--- config.mk ---
export PLATFORM = sky130hd
export DESIGN_NAME = rv_id_buffer_flat
export DESIGN_NICKNAME = d
export VERILOG_FILES = /design/src/rtl/rv_id_buffer_if.sv /design/src/rtl/rv_id_buffer.sv /design/src/flat_wrapper.sv
export SDC_FILE = /design/constraint.sdc
export NUM_CORES = 1
export LEC_CHECK = 0
export BUFFER_PORTS_ARGS = -buffer_cell sky130_fd_sc_hd__buf_2
export CAP_MARGIN = 10
export CORE_MARGIN = 2
export CORE_UTILIZATION = 50
export CTS_CLUSTER_DIAMETER = 40
export DETAILED_ROUTE_END_ITERATION = 10
export GPL_TIMING_DRIVEN = 0
export PLACE_DENSITY = 0.74
export RECOVER_POWER = 25
export SLEW_MARGIN = 20
export SYNTH_ARGS = -nofsm -noshare
export SYNTH_HDL_FRONTEND = slang
export SYNTH_SLANG_ARGS = --single-unit
export TNS_END_PERCENT = 100
--- constraint.sdc ---
create_clock -name clk_i -period 3.1 [get_ports clk_i]
set_clock_uncertainty 0.05 [all_clocks]
set_input_delay 0.31 -clock clk_i [delete_from_list [all_inputs] [get_ports clk_i]]
set_output_delay 0.31 -clock clk_i [all_outputs]
set_load 0.1 [all_outputs]
--- src/rtl/rv_id_buffer_if.sv ---
// Fetch-to-decode handshake bundle for rv_id_buffer: push channel, pop channel, flush.
interface rv_id_buffer_if;
  logic        if_valid_i;
  logic [31:0] if_instr_i;
  logic [63:0] if_pc_i;
  logic        if_ready_o;
  logic        flush_i;
  logic        id_valid_o;
  logic        id_ready_i;
  logic [31:0] id_instr_o;
  logic [63:0] id_pc_o;
  logic [63:0] id_imm_o;
  logic [2:0]  id_fmt_o;

  modport slave (
    input  if_valid_i, if_instr_i, if_pc_i, flush_i, id_ready_i,
    output if_ready_o, id_valid_o, id_instr_o, id_pc_o, id_imm_o, id_fmt_o
  );

  modport master (
    output if_valid_i, if_instr_i, if_pc_i, flush_i, id_ready_i,
    input  if_ready_o, id_valid_o, id_instr_o, id_pc_o, id_imm_o, id_fmt_o
  );
endinterface

--- src/rtl/rv_id_buffer.sv ---
// Two-entry head+skid buffer between fetch and decode; immediate and format are
// decoded at push time so the outputs come straight from registers.
//
//   state   | meaning
//   S_EMPTY | no entry held, id_valid_o low
//   S_ONE   | head valid, skid free
//   S_TWO   | head and skid valid, fetch stalled
module rv_id_buffer (
  input  logic           clk_i,
  input  logic           rst_i,
  rv_id_buffer_if.slave  bus
);

  typedef enum logic [1:0] {
    S_EMPTY = 2'd0,
    S_ONE   = 2'd1,
    S_TWO   = 2'd2
  } state_t;

  typedef struct packed {
    logic [31:0] instr;
    logic [63:0] pc;
    logic [63:0] imm;
    logic [2:0]  fmt;
  } entry_t;

  state_t      r_state;
  state_t      w_state_nxt;
  entry_t      r_head;
  entry_t      r_skid;
  entry_t      w_new;
  logic        r_ready;
  logic        w_push;
  logic        w_pop;
  logic        w_load_head_new;
  logic        w_load_head_skid;
  logic        w_load_skid;
  logic [31:0] w_instr;
  logic        w_sign;

  assign w_instr = bus.if_instr_i;
  assign w_sign  = w_instr[31];
  assign w_push  = bus.if_valid_i && r_ready;
  assign w_pop   = (r_state != S_EMPTY) && bus.id_ready_i;

  always_comb begin
    w_new.instr = w_instr;
    w_new.pc    = bus.if_pc_i;
    w_new.imm   = '0;
    w_new.fmt   = 3'd7;
    case (w_instr[6:0])
      7'b0000011, 7'b0010011, 7'b0011011, 7'b1100111, 7'b1110011: begin
        w_new.fmt = 3'd1;
        w_new.imm = {{52{w_sign}}, w_instr[31:20]};
      end
      7'b0100011: begin
        w_new.fmt = 3'd2;
        w_new.imm = {{52{w_sign}}, w_instr[31:25], w_instr[11:7]};
      end
      7'b1100011: begin
        w_new.fmt = 3'd3;
        w_new.imm = {{51{w_sign}}, w_instr[31], w_instr[7], w_instr[30:25],
                     w_instr[11:8], 1'b0};
      end
      7'b0110111, 7'b0010111: begin
        w_new.fmt = 3'd4;
        w_new.imm = {{32{w_sign}}, w_instr[31:12], 12'b0};
      end
      7'b1101111: begin
        w_new.fmt = 3'd5;
        w_new.imm = {{43{w_sign}}, w_instr[31], w_instr[19:12], w_instr[20],
                     w_instr[30:21], 1'b0};
      end
      7'b0110011, 7'b0111011: begin
        w_new.fmt = 3'd0;
      end
      default: ;
    endcase
  end

  always_ff @(posedge clk_i) begin
    if (rst_i) begin
      r_state <= S_EMPTY;
      r_ready <= 1'b1;
    end else begin
      r_state <= w_state_nxt;
      r_ready <= (w_state_nxt != S_TWO);
    end
  end

  always_comb begin
    w_state_nxt = r_state;
    if (bus.flush_i) begin
      w_state_nxt = S_EMPTY;
    end else begin
      case (r_state)
        S_EMPTY: if (w_push) w_state_nxt = S_ONE;
        S_ONE: begin
          if (w_push && !w_pop)      w_state_nxt = S_TWO;
          else if (!w_push && w_pop) w_state_nxt = S_EMPTY;
        end
        S_TWO:   if (w_pop) w_state_nxt = S_ONE;
        default: w_state_nxt = S_EMPTY;
      endcase
    end
  end

  // Head takes the new word when it would otherwise be empty after this edge.
  assign w_load_head_new  = !bus.flush_i && w_push &&
                            ((r_state == S_EMPTY) || (r_state == S_ONE && w_pop));
  assign w_load_head_skid = !bus.flush_i && w_pop && (r_state == S_TWO);
  assign w_load_skid      = !bus.flush_i && w_push && !w_pop && (r_state == S_ONE);

  always_ff @(posedge clk_i) begin
    if (rst_i) begin
      r_head <= '0;
      r_skid <= '0;
    end else begin
      if (w_load_head_new)       r_head <= w_new;
      else if (w_load_head_skid) r_head <= r_skid;
      if (w_load_skid)           r_skid <= w_new;
    end
  end

  always_comb begin
    bus.if_ready_o = r_ready;
    bus.id_valid_o = (r_state != S_EMPTY);
    bus.id_instr_o = r_head.instr;
    bus.id_pc_o    = r_head.pc;
    bus.id_imm_o   = r_head.imm;
    bus.id_fmt_o   = r_head.fmt;
  end

endmodule

--- src/flat_wrapper.sv ---
// flat-port wrapper written by rule: the top's interface ports become plain ports
module rv_id_buffer_flat 
  (clk_i, rst_i, bus_if_valid_i, bus_if_instr_i, bus_if_pc_i, bus_flush_i, bus_id_ready_i, bus_if_ready_o, bus_id_valid_o, bus_id_instr_o, bus_id_pc_o, bus_id_imm_o, bus_id_fmt_o);
  rv_id_buffer_if bus_i ();
  input  logic clk_i;
  input  logic rst_i;
  input wire logic [$bits(bus_i.if_valid_i)-1:0] bus_if_valid_i;
  input wire logic [$bits(bus_i.if_instr_i)-1:0] bus_if_instr_i;
  input wire logic [$bits(bus_i.if_pc_i)-1:0] bus_if_pc_i;
  input wire logic [$bits(bus_i.flush_i)-1:0] bus_flush_i;
  input wire logic [$bits(bus_i.id_ready_i)-1:0] bus_id_ready_i;
  output wire logic [$bits(bus_i.if_ready_o)-1:0] bus_if_ready_o;
  output wire logic [$bits(bus_i.id_valid_o)-1:0] bus_id_valid_o;
  output wire logic [$bits(bus_i.id_instr_o)-1:0] bus_id_instr_o;
  output wire logic [$bits(bus_i.id_pc_o)-1:0] bus_id_pc_o;
  output wire logic [$bits(bus_i.id_imm_o)-1:0] bus_id_imm_o;
  output wire logic [$bits(bus_i.id_fmt_o)-1:0] bus_id_fmt_o;
  assign bus_i.if_valid_i = bus_if_valid_i;
  assign bus_i.if_instr_i = bus_if_instr_i;
  assign bus_i.if_pc_i = bus_if_pc_i;
  assign bus_i.flush_i = bus_flush_i;
  assign bus_i.id_ready_i = bus_id_ready_i;
  assign bus_if_ready_o = bus_i.if_ready_o;
  assign bus_id_valid_o = bus_i.id_valid_o;
  assign bus_id_instr_o = bus_i.id_instr_o;
  assign bus_id_pc_o = bus_i.id_pc_o;
  assign bus_id_imm_o = bus_i.id_imm_o;
  assign bus_id_fmt_o = bus_i.id_fmt_o;
  rv_id_buffer u_core (.clk_i(clk_i), .rst_i(rst_i), .bus(bus_i));
endmodule
[Word level (Yosys, flattened, before mapping)]
Index checks and enable logic that the tools add are counted.
Storage, ports and cells
  register bits: 329
  output and inout port bits: 165
Cells by class
  eq/ne operators: 15
  reduce and logical (&&, ||, !) cells: 21
  muxes and demuxes: 10
Operators with widths (count)
  163-bit two-way mux: 2
  64-bit one-hot mux with 5 select lines: 1
  7-bit by 6-bit equality test with 1-bit output (second input constant): 4
  7-bit equality test (second input constant): 4
  7-bit by 5-bit equality test with 1-bit output (second input constant): 3
  3-bit one-hot mux with 6 select lines: 1
  1-bit logical AND: 11
  2-bit two-way mux: 5
  7-bit by 2-bit equality test with 1-bit output (second input constant): 1
  2-bit one-hot mux with 3 select lines: 1
  5-bit OR reduction: 1
  2-bit nonzero test: 2
  2-bit OR reduction: 2
  1-bit logical NOT: 3
  2-bit by 1-bit equality test with 1-bit output (second input constant): 1
  2-bit equality test (second input constant): 1
  2-bit logical NOT: 1
  2-bit != test (second input constant): 1
  1-bit logical OR: 1

[Depth between registers and ports, before layout]
Gate-level depths: netlist of run 1.
  depth after elaboration: 8
  mapped depth: 8
  gate-level depth less buffers: 4

[Worst setup path after synthesis of run 1]
No wires, ideal clock.
  path type: register to register
  start: reg u_core.r_ready, in the netlist u_core.bus.if_ready_o
  end: reg u_core.r_skid[28] (netlist name)
  setup time: 0.134 ns
  data arrival time: 2.103 ns
  stages on the path, launching flop included: 8
  data required time: 2.916 ns
  slack: 0.813 ns
  cells stage by stage: dfxtp_1 -> and4bb_4 -> buf_4 -> nand2_1 -> buf_4 -> a31oi_1 -> buf_4 -> a211oi_1
Between the ends
  word-level cells in the longest chain between the ends: 4
RTL lines
  from (decl): line rv_id_buffer.sv:32  | logic r_ready;
  from (signal assigned): line rv_id_buffer.sv:87  | r_ready <= (w_state_nxt != S_TWO);
  1-bit logical AND: line rv_id_buffer.sv:43  | assign w_push = bus.if_valid_i && r_ready;
  1-bit logical AND (3 in a row): line rv_id_buffer.sv:112  | assign w_load_skid = !bus.flush_i && w_push && !w_pop && (r_state == S_ONE);
  to (signal assigned): line rv_id_buffer.sv:121  | if (w_load_skid) r_skid <= w_new;
  to (decl): line rv_id_buffer.sv:30  | entry_t r_skid;
No other way between the ends.
A chain may end at the register's enable or synchronous reset.

==> metrics.log, run 1 <==
[metrics] status: finished clean
[metrics] fraction of final layout cells with drive strength greater than 1: between 20% and 30%
[metrics] fraction of power consumed by sequential logic: between 40% and 50%
[metrics] clock tree sinks: ~270
[metrics] most frequent standard cell in the layout excluding fill and tap cells: sky130_fd_sc_hd__nand2_1
[metrics] Most Used Layer, Global Route: met2
[metrics] highest-count cells in the layout ignoring fill and taps: sky130_fd_sc_hd__nand2_1, sky130_fd_sc_hd__dfxtp_1, sky130_fd_sc_hd__buf_2, sky130_fd_sc_hd__a21oi_1, sky130_fd_sc_hd__clkbuf_1
[metrics] placed wire-length estimate: about 24000 um
[metrics] vias in the first global route: 10000
[metrics] final wirelength: about 35000 um
[metrics] Design Area, Final: 0.0139 sq mm
[metrics] area grow syn2layout: 26.4%
[metrics] Antenna Nets Post-Route: 0
[metrics] share of total power consumed by net switching: between 30% and 40%
[metrics] total power after layout: just under 0.009 W
[metrics] Cell Count Post-Placement: between 1500 and 2000
[metrics] setup repair after global routing missed its margin: false
[metrics] clock edge transition at the registers on the reported setup and hold paths: 0.06 ns
[metrics] PwrDens: 623 mW/mm^2
[metrics] number of vias per cell after detailed routing: 5.67
[metrics] warnings from Yosys: 0
[metrics] Critical path origin: u_core.bus.id_imm_o[62]
[metrics] number of top-level pins: between 200 and 300
[metrics] remaining design rule violation count: 0
[metrics] Resized cells post-CTS: 0
[metrics] number of detailed-route iterations in the first pass: 6
[metrics] category of the most critical setup path: reg2out
[metrics] Tmin final: around 2.2 ns
[metrics] setup tns final: 0 ns
[metrics] Synth Flop Type: sky130_fd_sc_hd__dfxtp_1
[metrics] register bit count reported by yosys: approximately 270
[metrics] Mapped Cells: 1282
[metrics] number of buffers on the longest clock path: 3
[metrics] final cell count without fillers: 1917
[metrics] CP required: 2.74 ns
[metrics] detailed router's first-iteration violation count: roughly 900
[metrics] Critical Path End Type: output pin
[metrics] clock power share: a little over two fifths
[metrics] worst setup path end: bus_id_imm_o[49]
[metrics] setup violation total in the final timing report: 0
[metrics] chip height: between 150 and 200 um
[metrics] Worst R2R End: u_core.bus.id_pc_o[1]
[metrics] pin count of the biggest net entering global routing: 35
[metrics] root cell of the clock tree: sky130_fd_sc_hd__clkbuf_16
[metrics] register-to-register setup slack: roughly 1 ns
[metrics] Post-CTS Hold Buffers: 28
[metrics] mean post-synth cell area: about 8.6 sq um
[metrics] Nets: 1711
[metrics] average wire per standard cell: between 15 and 20 um
[metrics] Die ar.: ~0.023 sq mm
[metrics] max-slew violation count: 0
[metrics] met2 track demand over resource: between 40% and 50%
[metrics] dominant cell type by area after synthesis: sky130_fd_sc_hd__dfxtp_1
[metrics] Final Util: approximately 64%
[metrics] IR Drop Worst-Case VDD: 0.456 mV
[metrics] number of antenna violations at the first check in global routing: 3
[metrics] H-tree depth: 2
[metrics] Hold Path Class: in2reg
[metrics] Post-CTS Repair Setup Buffers: 0
[metrics] proportion of power drawn by combinational gates: 15.5%
[metrics] TritonCTS buffer count: 36
[metrics] Worst Path Arrival: ~1.8 ns
[metrics] Global Route Usage Sum: ~29%
[metrics] Clock Latency Late Sink: 0.51 ns
[metrics] worst reg-to-reg path cell count: 6
[metrics] EDFF count, synth: 0
[metrics] met3 Use GR: ~6.3%
[metrics] final hold viol count: 0
[metrics] floorplan core area: 0.0218 sq mm
[metrics] slew at the pin closest to its max-slew limit: between 1 and 1.5 ns
[metrics] first-pass GRT wire length: around 55000 um
[metrics] post-synthesis cell area: around 0.011 sq mm
[metrics] Final GP Congestion: roughly 0.96
[metrics] largest driver fanout on the critical path: 34
[metrics] Pint: ~0.0060 W
[metrics] placed inst area: 0.0127 sq mm
[metrics] share of the yosys chip area belonging to registers: between 40% and 50%
[metrics] number of distinct library cell variants in the gate-level netlist after synthesis: 57
[metrics] share of synthesized registers carrying an async set or reset: 0%
[metrics] starting density of the core: 50.7%
[metrics] Synth top area share: between 40% and 50%
[metrics] vias post-DR: between 10000 and 15000
[metrics] global routing usage on met1: between 30% and 40%
[metrics] static leakage power: between 5 and 6 nW
[metrics] Row Count: between 50 and 60
[metrics] total net switching power: approximately 0.0027 W
[metrics] worst rel slew slack: about 17%
[metrics] number of nets in the synthesized netlist: roughly 1400
[metrics] CTS tree: yes
[metrics] width of the die: about 150 um
[metrics] maximum operating frequency: approximately 460 MHz
[metrics] worst reg2reg startpoint: u_core.r_state[0]
[metrics] Port-buffer cells: ~260
[metrics] final clock period utilization by the worst path: a little over two thirds
[metrics] Max-Cap Viols: 0
[metrics] kind of launch point of the worst setup path: flop
[metrics] sum of overflow across all layers after global routing: 0
[metrics] main area contributors after synthesis: sky130_fd_sc_hd__dfxtp_1, sky130_fd_sc_hd__nand2_1, sky130_fd_sc_hd__a21oi_1
## worst min-delay path by stage
| stage | from | to | slack (ns) | cells past startpoint |
|---|---|---|---|---|
| 2_1_floorplan | bus_flush_i | u_core.r_state[0] | 0.34 | 1 |
| 3_3_place_gp | u_core.bus.id_pc_o[29] | u_core.bus.id_pc_o[29] | 0.39 | 2 |
| 3_5_place_dp | u_core.bus.id_pc_o[14] | u_core.bus.id_pc_o[14] | 0.39 | 2 |
| 4_1_cts | bus_if_pc_i[29] | u_core.r_skid[96] | 0.0007 | 3 |
| 5_1_grt | bus_if_pc_i[3] | u_core.r_skid[70] | 0.01 | 3 |
| 6_report | bus_if_pc_i[52] | u_core.r_skid[119] | 0.002 | 3 |
## final cells by class
| class | instances | area, sq um |
|---|---|---|
| fill | 1943 | 7810 |
| sequential | 265 | 5310 |
| multi-input combinational | 866 | 4850 |
| timing repair buffer | 290 | 1460 |
| clock buffer | 40 | 926 |
| buffer | 149 | 861 |
| tap | 280 | 350 |
| clock inverter | 21 | 166 |
| antenna | 4 | 10.0 |
| inverter | 2 | 7.51 |
## metrics by stage
stage,worst slack [ns],hold WS [ns]
after floorplan,0.813,0.337
after global placement,1.01,0.390
after detailed placement,0.970,0.393
after CTS,0.540,0.000682
after global routing,0.804,0.0131
final,0.926,0.00199
## power by group through the flow
stage                     Clock (W)  Combinational (W)  Sequential [W]
after floorplan                   0           0.000392         0.00424
after global placement            0            0.00131         0.00364
after detailed placement          0            0.00132         0.00364
after CTS                   0.00381            0.00135         0.00357
after global routing        0.00395            0.00140         0.00358
final                       0.00377            0.00134         0.00357
## cells in the mapped netlist (all sizes together), types with 2 or more instances
master	count
mux2i	31
inv	2
a31oi	3
o2111ai	4
and4bb	2
or2	2
o21a	2
a21oi	207
a311oi	18
nand4b	2
a21boi	2
nand3	4
dfxtp	265
clkbuf	38
nor4	2
nor2b	13
and3	5
nand2	320
mux2	3
and2	4
and3b	2
nor2	45
buf	111
o31ai	4
a22oi	90
or3b	2
o311ai	2
o21ai	2
nand2b	5
nand3b	3
a211oi	39
nor3	4
nand4	13
a221oi	15
o32a	6
## state kept, by name (all words and copies together), names as in the netlist
register	flops
u_core.bus.if_ready_o	1
u_core.bus.id_pc_o	64
u_core.r_state	2
u_core.bus.id_fmt_o	3
u_core.bus.id_imm_o	32
u_core.bus.id_instr_o	32
u_core.r_skid	131
## logic make-up after synthesis
logic type | count (synthesis) | synth area share (%)
multiplexers | 34 | 3.12
flip-flops | 265 | 48.1
AND/OR/NAND/NOR | 432 | 16.7
AO/OA/AOI/OAI | 400 | 24.2
buffers and inverters | 151 | 7.87
## metal layers
layer | share of wire (%) | up-vias
met5 | 0 | -
met4 | 3.4 | 0
met3 | 9.0 | 90
met2 | 46 | 528
met1 | 42 | 5093
li1 | - | 5163
## critical path, stage by stage (launching register included)
cell	delay, ns
sky130_fd_sc_hd__dfxtp_2	0.68
sky130_fd_sc_hd__buf_4	0.20
sky130_fd_sc_hd__buf_2	0.42
No activity file was read; power rests on OpenSTA's default activity.
==> inputs of run 2 (changes only) <==
Settings changed: CORE_UTILIZATION 50 to 48, PLACE_DENSITY 0.74 to 0.75.
Clock period 3.1 ns to 1.9 ns, I/O delays scaled along.
==> run 2 against run 1 <==
Compared with the run above: die area increased by 4.1%; register-to-register slack got worse by 0.99 ns; global-route usage decreased by 0.26 points; utilization increased by 2.8 points; largest cell class unchanged; largest power group unchanged.
==> metrics.log, run 2 (same netlist as run 1, synthesis figures left out) <==
[metrics] met3 Use GR: 6.42% (+0.16 points)
[metrics] total power after layout: 0.0150 W (+73%)
[metrics] setup violation total in the final timing report: 0 (unchanged)
[metrics] remaining design rule violation count: 0 (unchanged)
[metrics] final hold viol count: 0 (unchanged)
[metrics] Tmin final: ~1.9 ns
[metrics] worst reg-to-reg path cell count: 7 (+1)
[metrics] register-to-register setup slack: 0.02 ns (-0.99 ns)
[metrics] static leakage power: 5.88 nW (+14%)
[metrics] category of the most critical setup path: reg2reg
[metrics] number of flip-flops in the largest register: 131 (unchanged)
[metrics] chip height: 156 um (+2.0%)
[metrics] Max-Cap Viols: 0 (unchanged)
[metrics] status: finished clean
[metrics] starting density of the core: 48.9% (-1.8 points)
[metrics] root cell of the clock tree: sky130_fd_sc_hd__clkbuf_16
[metrics] PwrDens: 996 mW/mm^2 (+60%)
[metrics] largest driver fanout on the critical path: 10 (-71%)
[metrics] average wire per standard cell: 18.4 um (about the same)
[metrics] pin count of the biggest net entering global routing: 35 (unchanged)
[metrics] Hold Path Class: in2reg
[metrics] vias in the first global route: 10400 (+4.4%)
[metrics] maximum operating frequency: ~530 MHz
[metrics] Worst R2R End: u_core.bus.id_pc_o[55]
[metrics] Antenna Nets Post-Route: 0 (unchanged)
[metrics] kind of launch point of the worst setup path: flop
[metrics] filler instances: 1817 (-6.5%)
[metrics] fraction of final layout cells with drive strength greater than 1: 28.2% (+6.5 points)
[metrics] area grow syn2layout: 36.8%
[metrics] most frequent standard cell in the layout excluding fill and tap cells: sky130_fd_sc_hd__nand2_1
[metrics] CTS tree: yes
[metrics] start point of the worst hold path: rst_i
[metrics] worst reg2reg startpoint: u_core.r_state[1]
[metrics] register bank with the most flops: u_core.r_skid
[metrics] number of detailed-route iterations in the first pass: 7 (+1)
[metrics] floorplan core area: 0.0226 sq mm (+3.7%)
[metrics] Critical Path End Type: flop
[metrics] Hold Path Stages: 2 (-1)
[metrics] Hold Worst Slack: 0.117 ns (+0.115 ns)
[metrics] final wirelength: 36600 um (+3.9%)
[metrics] hold path endpoint: u_core.bus.if_ready_o
[metrics] number of antenna violations at the first check in global routing: 1 (-2)
[metrics] Global Route Usage Sum: 28.8% (-0.26 points)
[metrics] Final GP Congestion: 0.960 (-0.20%)
[metrics] sum of overflow across all layers after global routing: 0 (unchanged)
[metrics] Worst Path Arrival: 2.25 ns (+0.44 ns)
[metrics] width of the die: 156 um (+2.0%)
[metrics] met2 track demand over resource: 48.1% (+2.5 points)
[metrics] clock edge transition at the registers on the reported setup and hold paths: 0.06 ns (about the same)
[metrics] highest-count cells in the layout ignoring fill and taps: sky130_fd_sc_hd__nand2_1, sky130_fd_sc_hd__dfxtp_1, sky130_fd_sc_hd__a21oi_1, sky130_fd_sc_hd__buf_2, sky130_fd_sc_hd__clkbuf_2
[metrics] slew at the pin closest to its max-slew limit: 0.903 ns (-0.352 ns)
[metrics] global routing usage on met1: 36.7% (-2.9 points)
[metrics] final clock period utilization by the worst path: 98.7%
[metrics] vias post-DR: 11200 (+3.2%)
[metrics] Clock Latency Late Sink: 0.52 ns (about the same)
[metrics] number of buffers on the longest clock path: 3 (unchanged)
[metrics] IR Drop Worst-Case VDD: 0.737 mV (+62%)
[metrics] first-pass GRT wire length: 55500 um (+1.3%)
[metrics] worst rel slew slack: 39.8% (+23 points)
[metrics] max-slew violation count: 0 (unchanged)
[metrics] Row Count: 55 (+1.9%)
[metrics] detailed router's first-iteration violation count: 927 (+3.5%)
[metrics] number of vias per cell after detailed routing: 5.64 (-0.66%)
[metrics] Die ar.: 0.0242 sq mm (+4.1%)
[metrics] clock tree sinks: 265 (unchanged)
[metrics] Final Util: 66.8% (+2.8 points)
[metrics] Nets: 1779 (+4.0%)
[metrics] Most Used Layer, Global Route: met2
[metrics] H-tree depth: 2 (unchanged)
[metrics] placed wire-length estimate: 24100 um (-1.4%)
[metrics] TritonCTS buffer count: 36 (unchanged)
[metrics] Port-buffer cells: 262 (unchanged)
[metrics] number of top-level pins: 266 (unchanged)
[metrics] CP required: 2.28 ns (-0.46 ns)
## run 2: critical path, stage by stage, from the launching register on
cell and delay [ns]:
sky130_fd_sc_hd__dfxtp_2 0.34, sky130_fd_sc_hd__and4bb_4 0.35, sky130_fd_sc_hd__and2_1 0.16, sky130_fd_sc_hd__clkbuf_4 0.23
sky130_fd_sc_hd__buf_6 0.20, sky130_fd_sc_hd__buf_4 0.21, sky130_fd_sc_hd__a22oi_1 0.10, sky130_fd_sc_hd__a21oi_1 0.17
## run 2: repair_timing
item | CTS | global route
setup buffers | 2 | 0
hold buffers | 93 | 0
hold endpoints to repair | 185 | 0
endpoints found under the setup margin | 149 | 229
gates resized for setup | 8 | 71
gates cloned | 1 | 1
## run 2: worst max path at each step
stage | from | to | slack (ns)
2_1_floorplan | u_core.bus.if_ready_o | u_core.r_skid[28] | 0.11
3_3_place_gp | u_core.r_state[0] | u_core.bus.id_pc_o[58] | -0.16
3_5_place_dp | u_core.r_state[0] | u_core.bus.id_pc_o[53] | -0.17
4_1_cts | u_core.r_state[1] | u_core.r_skid[30] | 0.003
5_1_grt | u_core.r_state[1] | u_core.bus.id_imm_o[19] | -0.01
6_report | u_core.r_state[1] | u_core.bus.id_pc_o[55] | 0.02
## run 2: power by group
group | total (W) | internal (W) | switching [W]
Clock | 0.00684 | 0.00428 | 0.00256
Sequential | 0.00583 | 0.00573 | 0.0000987
Combinational | 0.00236 | 0.000584 | 0.00178
## run 2: cell type report
type / count / area (sq um) / share of cell area [%]
antenna: 2 / 5.00 / 0.0332
buffer: 148 / 906 / 6.00
clock buffer: 47 / 1030 / 6.85
clock inverter: 18 / 200 / 1.33
inverter: 2 / 7.51 / 0.0498
multi-input combinational: 866 / 4900 / 32.5
sequential: 265 / 5310 / 35.2
tap: 285 / 357 / 2.36
timing repair buffer: 359 / 2360 / 15.6
## run 2: through the flow
| step | cells | setup TNS [ns] | instance area [sq um] | setup WS (ns) |
|---|---|---|---|---|
| floorplan | 1282 | 0 | 11000 | 0.112 |
| global placement | 1829 | -6.80 | 12700 | -0.155 |
| detailed placement | 1829 | -8.12 | 12700 | -0.170 |
| CTS | 1990 | 0 | 14900 | 0.00255 |
| global route | 1991 | -0.0238 | 15100 | -0.0101 |
| finish | 1992 | 0 | 15100 | 0.0247 |
## run 2: layer usage
metal	share of wire [%]	wire, um
met1	41	14900
met2	47	17300
met3	9.0	3310
met4	3.1	1150
met5	0	0
